==> config.mk <==
export PLATFORM = sky130hd
export DESIGN_NAME = uart_tx_ctrl
export DESIGN_NICKNAME = d
export VERILOG_FILES = /design/src/rtl/uart_tx_ctrl_pkg.sv /design/src/rtl/uart_tx_ctrl_baud_gen.sv /design/src/rtl/uart_tx_ctrl.sv
export SDC_FILE = /design/constraint.sdc
export NUM_CORES = 1
export LEC_CHECK = 0
export CORE_ASPECT_RATIO = 0.75
export CORE_MARGIN = 4
export CORE_UTILIZATION = 44
export CTS_BUF_LIST = sky130_fd_sc_hd__clkbuf_8 sky130_fd_sc_hd__clkbuf_16
export DETAILED_ROUTE_END_ITERATION = 6
export GPL_TIMING_DRIVEN = 0
export PLACE_DENSITY = 0.67
export SYNTH_ARGS = -nofsm -noshare
export SYNTH_HDL_FRONTEND = slang
export SYNTH_SLANG_ARGS = --single-unit
==> constraint.sdc <==
create_clock -name tClk -period 2.75 [get_ports tClk]
set_clock_uncertainty 0.05 [all_clocks]
set_input_delay 0.275 -clock tClk [delete_from_list [all_inputs] [get_ports tClk]]
set_output_delay 0.275 -clock tClk [all_outputs]
set_load 0.02 [all_outputs]
==> src/rtl/uart_tx_ctrl_pkg.sv <==
// uart_tx_ctrl_pkg: shared UART widths, buffer geometry and TX FSM state encoding
package uart_tx_ctrl_pkg;
  localparam int DATA_W = 8;
  localparam int DEPTH = 4;
  localparam int ADDR_W = 2;
  typedef enum logic [2:0] {
    S_IDLE, S_FETCH, S_WAIT, S_LOAD, S_START, S_DATA, S_PARITY, S_STOP
  } tx_state_t;
endpackage

==> src/rtl/uart_tx_ctrl_baud_gen.sv <==
// uart_baud_gen: divides tClk by CLK_DIV, bitTick marks the last cycle of each serial bit
module uart_baud_gen #(
  parameter int CLK_DIV = 16
) (
  input  logic tClk,
  input  logic tRst,
  input  logic clear,
  output logic bitTick
);
  localparam int W = (CLK_DIV > 1) ? $clog2(CLK_DIV) : 1;
  logic [W-1:0] cnt;
  assign bitTick = !clear && cnt == W'(CLK_DIV - 1);
  // count cycles within a bit, restarting at every bit boundary or while held clear
  always_ff @(posedge tClk)
    if (!tRst || clear || bitTick) cnt <= '0;
    else cnt <= cnt + 1'b1;
endmodule

==> src/rtl/uart_tx_ctrl.sv <==
// uart_tx_ctrl: TX buffer pointer/occupancy control and serial frame generator
module uart_tx_ctrl
  import uart_tx_ctrl_pkg::*;
#(
  parameter int CLK_DIV = 16,
  parameter int PARITY_EN = 0,
  parameter int PARITY_ODD = 0,
  parameter int STOP_BITS = 1
) (
  input  logic              tClk,
  input  logic              tRst,
  input  logic              hostWr,
  input  logic [DATA_W-1:0] hostData,
  output logic              hostFull,
  output logic              hostEmpty,
  output logic              wrOvf,
  input  logic              txEn,
  output logic              bufWr,
  output logic              bufRd,
  output logic [ADDR_W-1:0] bufAddr,
  output logic [DATA_W-1:0] bufWdata,
  input  logic [DATA_W-1:0] bufRdata,
  output logic              txd,
  output logic              txBusy,
  output logic              txDone
);
  tx_state_t state, state_nxt;
  logic [ADDR_W-1:0] wptr, rptr;
  logic [2:0] count, bit_cnt, bit_nxt;
  logic [DATA_W-1:0] shift, shift_nxt;
  logic par, tick, wr_acc, pop, stop_end, txd_nxt, baud_clr;
  assign hostFull = count == 3'(DEPTH);
  assign hostEmpty = count == 3'd0 && state == S_IDLE;
  assign wr_acc = hostWr && !hostFull;
  assign stop_end = state == S_STOP && tick && bit_cnt == 3'(STOP_BITS - 1);
  assign pop = (state == S_IDLE || stop_end) && txEn && count != 3'd0 && !wr_acc;
  assign txBusy = state != S_IDLE;
  assign txDone = stop_end;
  assign baud_clr = state inside {S_IDLE, S_FETCH, S_WAIT, S_LOAD};
  uart_baud_gen #(.CLK_DIV(CLK_DIV)) u_baud (
    .tClk(tClk),
    .tRst(tRst),
    .clear(baud_clr),
    .bitTick(tick)
  );
  // frame sequencing; txd is precomputed from the next state so the line stays glitch-free
  always_comb begin
    state_nxt = state;
    bit_nxt = bit_cnt;
    shift_nxt = shift;
    case (state)
      S_IDLE: state_nxt = pop ? S_FETCH : S_IDLE;
      S_FETCH: state_nxt = S_WAIT;
      S_WAIT: state_nxt = S_LOAD;
      S_LOAD: begin
        state_nxt = S_START;
        shift_nxt = bufRdata;
        bit_nxt = 3'd0;
      end
      S_START: state_nxt = tick ? S_DATA : S_START;
      S_DATA: if (tick) begin
        shift_nxt = shift >> 1;
        bit_nxt = bit_cnt + 3'd1;
        state_nxt = bit_cnt != 3'd7 ? S_DATA : PARITY_EN != 0 ? S_PARITY : S_STOP;
      end
      S_PARITY: state_nxt = tick ? S_STOP : S_PARITY;
      S_STOP: if (tick) begin
        bit_nxt = bit_cnt + 3'd1;
        state_nxt = !stop_end ? S_STOP : pop ? S_FETCH : S_IDLE;
      end
      default: state_nxt = S_IDLE;
    endcase
    txd_nxt = state_nxt == S_START ? 1'b0 : state_nxt == S_DATA ? shift_nxt[0] :
              state_nxt == S_PARITY ? par : 1'b1;
  end
  // pointers, occupancy, registered buffer strobes and serial output
  always_ff @(posedge tClk) begin
    if (!tRst) begin
      state <= S_IDLE;
      wptr <= '0;
      rptr <= '0;
      count <= '0;
      bit_cnt <= '0;
      shift <= '0;
      par <= 1'b0;
      txd <= 1'b1;
      bufWr <= 1'b0;
      bufRd <= 1'b0;
      bufAddr <= '0;
      bufWdata <= '0;
      wrOvf <= 1'b0;
    end else begin
      state <= state_nxt;
      bit_cnt <= bit_nxt;
      shift <= shift_nxt;
      txd <= txd_nxt;
      bufWr <= wr_acc;
      bufRd <= pop;
      wrOvf <= hostWr && hostFull;
      count <= count + 3'(wr_acc) - 3'(pop);
      if (wr_acc) begin
        wptr <= wptr + 1'b1;
        bufAddr <= wptr;
        bufWdata <= hostData;
      end else if (pop) bufAddr <= rptr;
      if (pop) rptr <= rptr + 1'b1;
      if (state == S_LOAD) par <= ^bufRdata ^ 1'(PARITY_ODD);
    end
  end
endmodule

---- Word level (Yosys, flattened, before mapping) ----
Cells that the tools add are included.
cells by class
  reductions and logical operators ........ 29
  add/sub/neg operators ................... 6
  muxes and demuxes ....................... 17
  equal/unequal tests ..................... 15
operator list
  cell                                           number
  == test 3 bit, second input constant           8
  one-hot mux 3 bit (8 select lines)             1
  one-hot mux 8 bit (2 select lines)             1
  2-to-1 mux 3 bit                               4
  logical AND 1 bit                              9
  zero test 3 bit                                3
  2-to-1 mux 8 bit                               1
  XOR reduction 8 bit                            1
  == test 3 x 2 -> 1 bit, second input constant  2
  2-to-1 mux 1 bit                               6
  2-to-1 mux 2 bit                               3
  one-hot mux 3 bit (2 select lines)             1
  nonzero test 2 bit                             3
  nonzero test 3 bit                             2
  adder 2 x 1 -> 2 bit, second input constant    2
  adder 4 x 1 -> 4 bit, second input constant    1
  == test 4 bit, second input constant           1
  zero test 1 bit                                4
  AND reduction 2 bit                            2
  nonzero test 4 bit                             1
  adder 3 x 1 -> 3 bit                           1
  adder 3 x 1 -> 3 bit, second input constant    1
  == test 3 x 1 -> 1 bit, second input constant  1
  logical OR 1 bit                               3
  other kinds (5)                                5
word-level totals
  flip-flop bits (word level) ............. 40

---- Longest topological paths before layout ----
Gate-level depths: netlist of the first run.
  depth after elaboration ................. 18
  depth in mapped cells ................... 12

---- By module ----
A second synthesis of the first run with hierarchy kept.
second synthesis, totals
  cell total of the unflattened synthesis .. 200
  area, all modules ....................... 1773.0 um^2
by module, submodules not included
  module         times used  area an instance (um^2)  seq. area each (um^2)  cells an instance
  uart_tx_ctrl   1           1611.5                   720.7                  184
  uart_baud_gen  1           161.4                    80.1                   16

---- Worst setup path before layout of the first run ----
Ideal clock, no wire load.
  path type ............................... register to register
  start point ............................. register state[1]
  end point ............................... register count[2]
  data required time ...................... 2.585 ns
  stages on the path, launching flop included .. 12
  period minus slack after synthesis ...... 2.317 ns
  data arrival time ....................... 2.152 ns
  setup time .............................. 0.115 ns
  slack ................................... 0.433 ns
  cell sequence ........................... dfxtp_1 -> buf_6 -> or3_4 -> o21ai_2 -> and3_4 -> or2_2 -> ha_1 -> inv_1 -> fa_1 -> xnor2_1 -> xnor2_1 -> and2_1
on the way
  cells in the longest elaborated chain, start to end .. 11
RTL lines
  what                                                  RTL line                     RTL
  start: declaration                                    uart_tx_ctrl.sv:27           tx_state_t state, state_nxt;
  start signal: assignment                              uart_tx_ctrl.sv:93           state <= state_nxt;
  == test 3 x 1 -> 1 bit, or another cell as far along  uart_tx_ctrl.sv:39           assign baud_clr = state inside {S_IDLE, S_FETCH, S_WAIT, S_LOAD};
  nonzero test 4 bit                                    uart_tx_ctrl.sv:39
  zero test 1 bit                                       uart_tx_ctrl_baud_gen.sv:12  assign bitTick = !clear && cnt == W'(CLK_DIV - 1);
  logical AND 1 bit                                     uart_tx_ctrl_baud_gen.sv:12
  logical AND 1 bit (2 in series)                       uart_tx_ctrl.sv:35           assign stop_end = state == S_STOP && tick && bit_cnt == 3'(STOP_BITS - 1);
  logical OR 1 bit *                                    uart_tx_ctrl.sv:36           assign pop = (state == S_IDLE || stop_end) && txEn && count != 3'd0 && !wr_acc;
  logical AND 1 bit * (3 in series)                     uart_tx_ctrl.sv:36
  subtractor 3 x 1 -> 3 bit *                           uart_tx_ctrl.sv:100          count <= count + 3'(wr_acc) - 3'(pop);
  end signal: assignment                                uart_tx_ctrl.sv:100
  end: declaration                                      uart_tx_ctrl.sv:29           logic [2:0] count, bit_cnt, bit_nxt;
Every way passes the cells marked *; elsewhere a longest branch is shown, timed or not.
A chain may end at the register's enable or synchronous reset.

---- Worst setup path in the final report of the first run ----
  start point ............................. register u_baud.cnt[0]
  end point ............................... register count[2]
on the way
  cells in the longest elaborated chain, start to end .. 9
RTL lines
  what                             RTL line                     RTL
  start: declaration               uart_tx_ctrl_baud_gen.sv:11  logic [W-1:0] cnt;
  start signal: assignment         uart_tx_ctrl_baud_gen.sv:16  else cnt <= cnt + 1'b1;
  == test 4 bit                    uart_tx_ctrl_baud_gen.sv:12
  logical AND 1 bit                uart_tx_ctrl_baud_gen.sv:12
  logical AND 1 bit (2 in series)  uart_tx_ctrl.sv:35
  logical OR 1 bit                 uart_tx_ctrl.sv:36
  logical AND 1 bit (3 in series)  uart_tx_ctrl.sv:36
  subtractor 3 x 1 -> 3 bit        uart_tx_ctrl.sv:100
No other way between the ends.

==> out/metrics.cfg, run 1 <==
[clocking]
htree_levels = 2
clk_latency_ns = 0.30
cts_made_buffers = 5
postCtsHoldBufs = 0
clockBufferDepth = 2
ctsResizeCount = 0
clock-sinks = 40
clockRootBuffer = clkbuf_8
post-cts-setup-buffers = 0
clkTransAtPathRegs_ns = 0.08
tritoncts = yes

[place]
dpl_cell_area_um2 = 2300
port_buffers = 36
dp_hpwl_um = 2880
gp_congestion = 0.818

[min_path]
hold_depth = 2
holdPathEnd = bufWdata[0]
hold_class = primary input to flop
min_from = tRst

[layout]
areaGrowthSynthToFinish_pct = 29.4
fin_area_um2 = 2420
drive_gt1_frac = 0.0880
mostFrequentLayoutCell = dfxtp_1
final-seq-area_um2 = 801
finalNetCount = 275
final_cell_mix = dfxtp_1 (40), clkdlybuf4s50_1 (36), nand2_1 (31)
multi_input_area_um2 = 991
nFillCells = 395
diodes = 0

[power]
vdd_drop_max_mv = 0.494
power_density_nw_per_um2 = 771
leakage_nw = 0.906

[worst_setup_path]
arrival_ns = 2.70
r2r-start = u_baud.cnt[0]
worst_r2r_endpoint = count[2]
ff2ff_path_depth = 11
cp_max_fo = 4
reg2reg_slack_ns = 0.20
crit_type = flop to flop
cp-start-kind = flop
worst_path_max_delay_cell = fa_1
worstSetupStartpoint = u_baud.cnt[0]
crit_chain = ha_1 -> nand4_1 -> o21ai_2 -> and3_4 -> or2_2 -> ha_1 -> inv_1 -> fa_1 -> xnor2_1 -> xnor2_1 -> and2_1
cp.required_ns = 2.90
critPathMaxStageDelay_ns = 0.37
end_kind = flop

[logic_synthesis]
synth_edf_count = 0
syn_area_um2 = 1870
yosysSeqAreaShare = 0.428
synthCells = 206
syn_nets = 232
yosys_register_bits = 40
synth-async-reset-ratio = 0
synth_flop_cell = dfxtp_1
synth.avg_cell_area_um2 = 9.08
synth_cell_types = 43
yosysWarnings = 0

[global_routing]
grt_start_max_net_pins = 14
grt.total_usage = 0.159
antenna_found_initial = 0
grt_pass1_wl_um = 6790
grt_overflow = 0
grt_pass1_vias = 1523

[timing]
post-route-period-util = 0.928
max_freq_mhz = 392
min_period_ns = 2.55
maxSlewViolCount = 0
rsz0062_at_grt = false
setup_viol = 0
setup_tns_ns = 0
slew_headroom = 0.633
max_slew.worst_pin.slew_ns = 0.548
hold_viol = 0

[floorplan]
start_util = 0.459
die-height_um = 64.5
core-area_um2 = 4080
die_w_um = 83.3
dieArea_um2 = 5370
pin_count = 38
rows = 20

[drt]
avgRoutedWirePerCell_um = 12.8
num_vias = 1559
route.detailed.drc = 0
dr.pass1.iters = 4
vias_per_cell = 5.11
ant_nets = 0
first_iter_violations = 74
wl_um = 3910

[run]
maxCapViolations = 0

[outcome]
run_status = finished clean

sequential cells by signal, indices dropped and copies added, names as in the netlist:
name / count
txd: 1
bufWdata: 8
rptr: 2
wptr: 2
u_baud.cnt: 4
wrOvf: 1
bit_cnt: 3
par: 1
count: 3
bufWr: 1
bufAddr: 2
shift: 8
state: 3
bufRd: 1
kinds of logic (layout without fill, tap and decap cells):
group	Yosys count	count (layout)	share of synthesized area
multiplexers	5	5	0.0268
AND/OR/NAND/NOR	81	81	0.235
flip-flops	40	40	0.428
AO/OA/AOI/OAI	43	43	0.159
XOR/XNOR	14	14	0.0655
buffers and inverters	17	61	0.0421
adder cells (fa/ha/maj)	6	6	0.0441
critical path: cells and delay by family (launching register included):
kind | cells | cell delay [ns]
flip-flops | 1 | 0.36
adder cells (fa/ha/maj) | 3 | 0.73
XOR/XNOR | 2 | 0.30
AO/OA/AOI/OAI | 1 | 0.22
buffers and inverters | 1 | 0.05
AND/OR/NAND/NOR | 4 | 0.76
metal layers:
layer / global-route usage / share of wire
met4: 0.0612 / 0.015
met5: 0 / 0
met3: 0.0699 / 0.074
met1: 0.201 / 0.48
met2: 0.240 / 0.43
how the worst max path moves through the flow:
stage | endpoint | slack, ns
2_1_floorplan | count[2] | 0.43
3_3_place_gp | count[2] | 0.11
3_5_place_dp | count[2] | 0.05
4_1_cts | count[2] | 0.17
5_1_grt | count[2] | 0.04
6_report | count[2] | 0.20
cells in the mapped netlist, types with 5 or more instances:
library cell   n  area share
a21boi_1       6       0.024
inv_1          6       0.012
nor2_1        10       0.020
a21boi_0      11       0.044
dfxtp_1       40        0.43
xnor2_1       10       0.047
clkbuf_1       6       0.012
and2_1         8       0.027
a22oi_1        6       0.024
a21oi_1        5       0.013
mux2i_1        5       0.027
o21ai_0        8       0.021
ha_1           5       0.033
nand2_1       31       0.062
area by class of cell:
type                            count  area share
Multi-Input combinational cell    149       0.409
Sequential cell                    40       0.331
Timing Repair Buffer               36       0.149
Clock buffer                        6      0.0341
Tap cell                           55      0.0284
Buffer                             11      0.0233
Clock inverter                      2      0.0160
Inverter                            6     0.00930
where the power goes:
group	switching, W	total (W)	internal, W	leakage, nW
Clock	0.000215	0.000511	0.000297	0.0614
Sequential	0.0000564	0.000711	0.000655	0.326
Combinational	0.000320	0.000644	0.000324	0.519
stage by stage:
step	hold WS, ns	setup slack, ns	std cells	total power [W]	utilization
finish	0.294	0.199	305	0.00187	0.594
global route	0.309	0.0421	305	0.00198	0.594
CTS	0.300	0.175	305	0.00189	0.594
detailed placement	0.389	0.0521	297	0.00137	0.564
global placement	0.380	0.110	297	0.00136	0.564
floorplan	0.339	0.433	206	0.00115	-
No activity file was read; power rests on OpenSTA's default activity.
==> run 2, diff against run 1 <==
--- a/config.mk
+++ b/config.mk
@@ -15,3 +15,4 @@
 export SYNTH_ARGS = -nofsm -noshare
 export SYNTH_HDL_FRONTEND = slang
 export SYNTH_SLANG_ARGS = --single-unit
+export TNS_END_PERCENT = 20
==> results of run 2 <==
Final layout, timing and power as in run 1 (identical DEF).
==> run 3, diff against run 2 <==
--- a/config.mk
+++ b/config.mk
@@ -12,6 +12,7 @@
 export DETAILED_ROUTE_END_ITERATION = 6
 export GPL_TIMING_DRIVEN = 0
 export PLACE_DENSITY = 0.67
+export SETUP_SLACK_MARGIN = 0.05
 export SYNTH_ARGS = -nofsm -noshare
 export SYNTH_HDL_FRONTEND = slang
 export SYNTH_SLANG_ARGS = --single-unit
==> out/metrics.cfg, run 3 (synthesized netlist as in run 1, its figures left out) <==
[worst_setup_path]
critPathBufInv = 1
worstSetupStartpoint = u_baud.cnt[0]
critPathMaxStageDelay_ns = 0.37
crit_chain = ha_1 -> nand4_1 -> o21ai_2 -> and3_4 -> or2_2 -> ha_1 -> inv_1 -> fa_1 -> xnor2_1 -> xnor2_1 -> and2_1
worst_path_max_delay_cell = fa_1
arrival_ns = 2.62
r2r-start = u_baud.cnt[0]
cp.required_ns = 2.90
cp_max_fo = 4
crit_family = adder cells
crit_type = flop to flop
end_kind = flop
cp-start-kind = flop

[layout]
areaGrowthSynthToFinish_pct = 29.8
diodes = 0
mostFrequentLayoutCell = dfxtp_1
drive_gt1_frac = 0.0916
finalNetCount = 276
final_cell_mix = dfxtp_1 (40), clkdlybuf4s50_1 (36), nand2_1 (31)
finish.utilization = 0.595
reg.largest.list = bufWdata: 8 flops, shift: 8 flops, u_baud.cnt: 4 flops

[floorplan]
start_util = 0.459
dieArea_um2 = 5370
rows = 20
pin_count = 38
core-area_um2 = 4080
die_w_um = 83.3
die-height_um = 64.5

[power]
power_density_nw_per_um2 = 768
vdd_drop_max_mv = 0.495
leakage_nw = 0.911

[clocking]
clockBufferDepth = 2
post-cts-setup-buffers = 0
tritoncts = yes
htree_levels = 2
postCtsHoldBufs = 0
clkTransAtPathRegs_ns = 0.08
clk_latency_ns = 0.30
cts_made_buffers = 5
clock-sinks = 40
clockRootBuffer = clkbuf_8
ctsResizeCount = 0

[min_path]
hold_class = primary input to flop
min_from = tRst

[run]
maxCapViolations = 0

[timing]
min_period_ns = 2.47
post-route-period-util = 0.899
max_slew.worst_pin.slew_ns = 0.561
setup_tns_ns = 0
rsz0062_at_grt = false
maxSlewViolCount = 0
max_freq_mhz = 405
hold_viol = 0
setup_viol = 0
slew_headroom = 0.624
holdWs_ns = 0.294

[outcome]
run_status = finished clean

[drt]
dr.pass1.iters = 4
vias_per_cell = 5.07
avgRoutedWirePerCell_um = 12.9
route.detailed.drc = 0
wl_um = 3940
num_vias = 1551
ant_nets = 0
first_iter_violations = 63

[global_routing]
antenna_found_initial = 0
grt_pass1_wl_um = 6790
grt_overflow = 0
grt.total_usage = 0.159
grt_pass1_vias = 1523
grt_start_max_net_pins = 14

[place]
port_buffers = 36
gp_congestion = 0.818
dp_hpwl_um = 2880

## run 3: cell count changes in the layout (fill, tap and decap cells not counted), sizes merged
cell and delta:
buf +1
## run 3: worst paths after layout
path                            cells after the start  slack (ns)           to
worst max-delay path                               11        0.28     count[2]
worst min register to register                      2        0.40     shift[1]
worst max register to register                     11        0.28     count[2]
worst min-delay path                                2        0.29  bufWdata[0]
## run 3: layer usage
metal | up-vias | global-route usage | wire length, um
li1 | 785 | - | -
met1 | 722 | 0.201 | 1900
met2 | 38 | 0.240 | 1700
met3 | 6 | 0.0699 | 284
met4 | 0 | 0.0612 | 57
met5 | - | 0 | 0
## run 3: per-stage QoR
| step | std cells | worst slack (ns) | instance area, um^2 | power (W) |
|---|---|---|---|---|
| 2_1_floorplan | 206 | 0.433 | 1870 | 0.00115 |
| 3_3_place_gp | 297 | 0.110 | 2300 | 0.00136 |
| 3_5_place_dp | 297 | 0.0521 | 2300 | 0.00137 |
| 4_1_cts | 305 | 0.175 | 2420 | 0.00189 |
| 5_1_grt | 306 | 0.127 | 2430 | 0.00198 |
| 6_report | 306 | 0.279 | 2430 | 0.00186 |
## run 3: report_power, final
group / internal (W) / total [W] / switching [W]
Clock: 0.000297 / 0.000510 / 0.000213
Combinational: 0.000324 / 0.000643 / 0.000320
Sequential: 0.000655 / 0.000711 / 0.0000565
## run 3: final cells by class
| type | count | area (um^2) |
|---|---|---|
| Clock inverter | 2 | 38.8 |
| Tap cell | 55 | 68.8 |
| Sequential cell | 40 | 801 |
| Buffer | 11 | 56.3 |
| Timing Repair Buffer | 37 | 368 |
| Multi-Input combinational cell | 149 | 991 |
| Fill cell | 396 | 1650 |
| Clock buffer | 6 | 82.6 |
| Inverter | 6 | 22.5 |
